--- src/rtl/output_port_arbiter.sv ---
// Wormhole arbiter for one router output port: round-robin grant held until the
// owner's tail flit transfers, with a flit-count watchdog forcing release.
module output_port_arbiter #(
  parameter int MAX_PKT_FLITS = 16
) (
  input  logic       clk,
  input  logic       rst_n,
  input  logic [4:0] req_i,
  input  logic [4:0] tail_i,
  input  logic       ready_i,
  output logic [2:0] address_route_o,
  output logic [4:0] grant_o,
  output logic       xfer_o,
  output logic       err_o
);

  localparam int CW = $clog2(MAX_PKT_FLITS + 1);

  typedef enum logic {IDLE, LOCKED} state_t;

  state_t          state;
  logic [2:0]      ptr;
  logic [2:0]      owner;
  logic [CW-1:0]   flit_cnt;
  logic [2:0]      pick;
  logic            pick_valid;
  logic [2:0]      cand;
  logic            owner_tail;
  logic            cnt_limit;

  function automatic logic [2:0] wrap_inc(input logic [2:0] v);
    return (v == 3'd4) ? 3'd0 : v + 3'd1;
  endfunction

  // Round-robin search: first requester at or after ptr, wrapping modulo 5.
  always_comb begin
    pick       = 3'd0;
    pick_valid = 1'b0;
    cand       = ptr;
    for (int i = 0; i < 5; i++) begin
      if (!pick_valid && req_i[cand]) begin
        pick       = cand;
        pick_valid = 1'b1;
      end
      cand = wrap_inc(cand);
    end
  end

  // grant_o is one-hot on the owner while LOCKED and zero otherwise.
  assign xfer_o     = (state == LOCKED) && ready_i && |(req_i & grant_o);
  assign owner_tail = |(tail_i & grant_o);
  assign cnt_limit  = (flit_cnt == CW'(MAX_PKT_FLITS - 1));

  always_ff @(posedge clk or negedge rst_n) begin
    if (!rst_n) begin
      state           <= IDLE;
      ptr             <= 3'd0;
      owner           <= 3'd0;
      flit_cnt        <= '0;
      grant_o         <= 5'b00000;
      address_route_o <= 3'b111;
      err_o           <= 1'b0;
    end else begin
      case (state)
        IDLE: begin
          if (pick_valid) begin
            state           <= LOCKED;
            owner           <= pick;
            grant_o         <= 5'b00001 << pick;
            address_route_o <= pick;
            flit_cnt        <= '0;
          end
        end
        LOCKED: begin
          if (xfer_o) begin
            // A runaway packet is released exactly as if this flit were its tail.
            if (owner_tail || cnt_limit) begin
              state           <= IDLE;
              grant_o         <= 5'b00000;
              address_route_o <= 3'b111;
              ptr             <= wrap_inc(owner);
              flit_cnt        <= '0;
              if (!owner_tail) err_o <= 1'b1;
            end else begin
              flit_cnt <= flit_cnt + 1'b1;
            end
          end
        end
        default: state <= IDLE;
      endcase
    end
  end

endmodule

--- config.mk ---
export PLATFORM = sky130hd
export DESIGN_NAME = output_port_arbiter
export DESIGN_NICKNAME = d
export VERILOG_FILES = /design/src/rtl/output_port_arbiter.sv
export SDC_FILE = /design/constraint.sdc
export NUM_CORES = 1
export LEC_CHECK = 0
export BUFFER_PORTS_ARGS = -buffer_cell sky130_fd_sc_hd__buf_2
export CORE_MARGIN = 2
export CORE_UTILIZATION = 45
export CTS_BUF_LIST = sky130_fd_sc_hd__clkbuf_4 sky130_fd_sc_hd__clkbuf_8
export CTS_CLUSTER_DIAMETER = 40
export DETAILED_ROUTE_END_ITERATION = 10
export PLACE_DENSITY = 0.75
export SKIP_LAST_GASP = 1
export SYNTH_ARGS = -nofsm -noshare
export SYNTH_HDL_FRONTEND = slang
export SYNTH_SLANG_ARGS = --single-unit
--- constraint.sdc ---
create_clock -name clk -period 8.61 [get_ports clk]
set_input_delay 0.4305 -clock clk [delete_from_list [all_inputs] [get_ports clk]]
set_output_delay 0.4305 -clock clk [all_outputs]
set_load 0.02 [all_outputs]
* Yosys cells after proc, flatten, opt, wreduce, memory -nomap -nowiden *
Index checks and enable logic that the tools add are counted.

operators by class
  add/subtract/negate cells = 6
  magnitude comparators = 5
  equality and inequality tests = 9
  shift-type cells = 1
  muxes and demuxes = 41
  bitwise logic cells = 4
  reductions and logical operators = 18

operators by type and width
  operator                                                                  count
  3-bit 2-to-1 mux                                                          13
  5-bit 2-to-1 mux                                                          6
  3-bit by 4-bit < comparator with 1-bit output (second input constant)     5
  5-bit one-hot mux with 2 select lines                                     2
  3-bit by 1-bit adder with 3-bit output (second input constant)            5
  1-bit binary-select mux with 3-bit select                                 5
  3-bit == test (second input constant)                                     5
  1-bit 2-to-1 mux                                                          13
  5-bit AND                                                                 2
  5-bit OR reduction                                                        2
  1-bit logical AND                                                         6
  3-bit one-hot mux with 2 select lines                                     1
  3-bit AND reduction                                                       2
  5-bit by 1-bit adder with 5-bit output (second input constant)            1
  5-bit by 4-bit == test with 1-bit output (second input constant)          1
  1-bit by 3-bit left shift with 5-bit output (first input constant)        1
  1-bit zero test                                                           4
  2-bit inequality test (second input constant)                             2
  2-bit AND reduction                                                       2
  4-bit AND reduction                                                       1
  2-bit by 1-bit inequality test with 1-bit output (second input constant)  1
  1-bit inverter                                                            2
  1-bit one-hot mux with 2 select lines                                     1
  1-bit logical OR                                                          1

storage, ports and cells
  flip-flop bits (word level) = 21
  bits of input ports = 13
  output and inout bits = 10
  word-level logic and storage cells = 91

* Logic depth before layout (Yosys ltp) *
  depth after elaboration = 18
  depth in mapped cells = 17
  gate-level depth less buffers = 16

* Worst setup path before layout *
No wires, ideal clock.

  path type = register -> register
  start = reg ptr[0]
  end = reg grant_o[0]
  library setup time = 0.121 ns
  data arrival time = 3.896 ns
  required time = 8.489 ns
  setup slack = 4.593 ns
  stages on the path, launching flop included = 18
  buffers on the path = 1
  clock period less this slack = 4.017 ns
  cell sequence = dfrtp_1 -> buf_2 -> inv_1 -> ha_1 -> inv_1 -> ha_1 -> o21ai_1 -> a22o_2 -> inv_1 -> ha_1 -> nor4b_1 -> a211o_1 -> a211oi_1 -> nor2_1 -> or4_4 -> o221ai_4 -> a21oi_1 -> a22o_1

between the ends
  cells in the longest elaborated chain, start to end = 18
  elaborated cells between the ends (all ways) = 45
  those cells by class = add/sub: 4; eq/ne: 5; shift: 1; mux: 26; reduce/logical: 9

RTL lines
  item                                                                             RTL line  text
  from (decl)                                                                      22        logic [2:0] ptr;
  from (signal assigned)                                                           81        ptr <= wrap_inc(owner);
  branches (longest 18 deep; another with 3-bit by 1-bit adder with 3-bit output)  -
  to (signal assigned)                                                             69        grant_o <= 5'b00001 << pick;
  to (decl)                                                                        12        output logic [4:0] grant_o,

Several ways; the timed one is not identified. The select of a mux whose other input is x is not followed.
A chain may end at the register's enable or synchronous reset.

* Worst setup path after layout *
  start = reg ptr[0]
  end = reg owner[0]

between the ends
  cells in the longest elaborated chain, start to end = 16
  elaborated cells between the ends (all ways) = 41
  those cells by class = add/sub: 4; eq/ne: 4; mux: 24; reduce/logical: 9

RTL lines
  item                                                                             RTL line  text
  branches (longest 16 deep; another with 3-bit by 1-bit adder with 3-bit output)  -
  to (signal assigned)                                                             68        owner <= pick;
  to (decl)                                                                        23        logic [2:0] owner;

Several ways; the timed one is not identified. The select of a mux whose other input is x is not followed.

==> qor.yml <==
status:
  outcome: "finished clean"
critical_path:
  cp.required_ns: 8.75
  end_kind: "register"
  cp-start-kind: "register"
  worstPathMaxFanout: 14
  r2r_slack_ns: 3.85
  arrival_ns: 4.90
  path_class: "register to register"
floorplan:
  die-width_um: 68.5
  dieArea_sq_um: 4690
  dieHeight_um: 68.5
  core.rowCount: 23
  ios: 23
  fp.coreArea_sq_um: 4000
  start_util_pct: 46.8
yosys:
  synth.avg_cell_area_sq_um: 8.87
  synth_edf_count: 0
  async_flop_share_pct: 100
  synthCells: 211
  synth_cell_type_count: 63
  netlist_area_sq_um: 1870
  synth_top_flop_cell: "dfrtp_1"
  synth.net_count: 235
  ys_ff_latch: 21
  synth_warnings: 0
  yosysSeqAreaShare_pct: 28.3
global_route:
  grt_pass1_wl_um: 7300
  antenna_found_initial: 0
  grt-ovfl-total: 0
  grt_max_degree: 22
  grt_pass1_vias: 1532
  grt_usage_pct: 20.8
clocking:
  cts_tree: "built"
  ctsResizeCount: 0
  clock_sinks: 21
  cts_buffers: 3
  hold_buffers: 0
  cts_buffer_depth: 2
  clkSlewWorstSetupHoldPaths_ns: 0.07
  clkLatencyLatePin_ns: 0.26
  post_cts_buffers: 0
  htreeDepth: 1
  cts_root_buf: "clkbuf_8"
timing:
  worstMarginPinSlew_ns: 0.582
  whs_ns: 0.109
  period_share_pct: 55.3
  skew_ns: 0.00620
  final_max_slew_viol_count: 0
  totalNegativeSetupSlack_ns: 0
  fin_crit_ns: 4.76
  grt_setup_unrepaired: "false"
  setup_violations: 0
  max_freq_ghz: 0.210
  max_slew_margin_pct: 60.9
  final-hold-violation-count: 0
route:
  drt-wirelength-per-cell_um: 16.3
  ant_nets: 0
  drc: 0
  drt_iter0_markers: 120
  drt_wl_total_um: 4580
  via_per_inst: 6.21
  dr.pass1.iters: 5
  vias: 1739
finish:
  num-fill-cells: 373
  layout.nets: 255
  final_common_cell: "buf_2"
  final_cell_mix: "buf_2 (22), dfrtp_1 (18), inv_1 (15)"
  final_area_sq_um: 2060
  n_antenna_cell: 0
  area_growth_pct: 10.2
  drive_above_1_share_pct: 18.3
hold_path:
  hold_class: "input pin to asynchronous set/reset pin"
place:
  gp_congestion: 0.839
  numPortBuffers: 22
  dp_hpwl_um: 3480
  place_area_sq_um: 2010
flow_run:
  maxCapViolCount: 0
## stage by stage
stage,setup WS [ns],utilization [%],cells
CTS,3.87,51.5,280
global route,3.34,51.5,280
detailed placement,3.90,50.3,276
floorplan,4.59,-,211
finish,3.85,51.5,280
global placement,3.99,50.3,276
## kinds of logic (layout without fill, tap and decap cells)
group | after synthesis | count (layout) | share of synthesized area (%)
simple gates | 72 | 72 | 22.1
compound gates | 68 | 68 | 27.8
buf+inv | 22 | 41 | 4.68
flops | 21 | 21 | 28.3
mux | 14 | 14 | 8.36
fa+ha+maj | 11 | 11 | 7.36
xor+xnor | 3 | 3 | 1.40
## layer usage
layer	wire length, um	GRT usage [%]	share of wire (%)	up-vias
met4	23	5.75	0.50	0
met2	2080	32.1	45	67
li1	-	-	-	846
met5	0	0	0	-
met3	318	1.97	6.9	2
met1	2160	30.7	47	824
## cell type report
cell class                 instances  area (sq um)  area share [%]
inverter                          15          56.3            2.73
timing repair buffer              22           110            5.34
multi-input combinational        168          1250            60.8
tap                               50          62.6            3.04
sequential                        21           529            25.7
clock buffer                       4          48.8            2.37
## worst paths after layout
path / from / end / depth (start not counted)
min reg2reg: err_o / err_o / 1
max: ptr[0] / owner[0] / 16
max reg2reg: ptr[0] / owner[0] / 16
min in group clk: err_o / err_o / 1
max in group asynchronous: rst_n / address_route_o[1] / 1
min: rst_n / flit_cnt[2] / 1
## state kept, by name (all words and copies together), names as in the netlist
signal,flops
address_route_o,3
ptr,3
owner,3
flit_cnt,5
err_o,1
grant_o,5
state,1
## critical path: stages (launching register included)
cell and delay (ns):
dfrtp_1 0.64, inv_1 0.18, ha_1 0.41, inv_1 0.11, ha_1 0.23, o21ai_1 0.14, a22o_2 0.36, inv_1 0.15
ha_1 0.33, nor4b_1 0.10, a211o_1 0.28, a211oi_1 0.40, mux2i_1 0.19, a31oi_2 0.33, o211ai_1 0.24, or3b_1 0.42
a21boi_1 0.14
## cells in the mapped netlist, types with 4 or more instances
| master | n | area, sq um |
|---|---|---|
| a21oi_1 | 10 | 50.1 |
| a221oi_1 | 4 | 35.0 |
| and3_1 | 4 | 25.0 |
| buf_2 | 4 | 20.0 |
| dfrtp_1 | 18 | 450 |
| ha_1 | 11 | 138 |
| inv_1 | 15 | 56.3 |
| mux2i_1 | 10 | 100 |
| nand2_1 | 13 | 48.8 |
| nand2b_1 | 5 | 31.3 |
| nand3_1 | 5 | 25.0 |
| nor2_1 | 11 | 41.3 |
| nor2b_1 | 6 | 37.5 |
| nor3_1 | 6 | 30.0 |
| o21ai_0 | 11 | 55.1 |
Power is left out: the tool's default activity adds up to more than one toggle a clock period on the data nets, which glitch-free logic cannot reach.
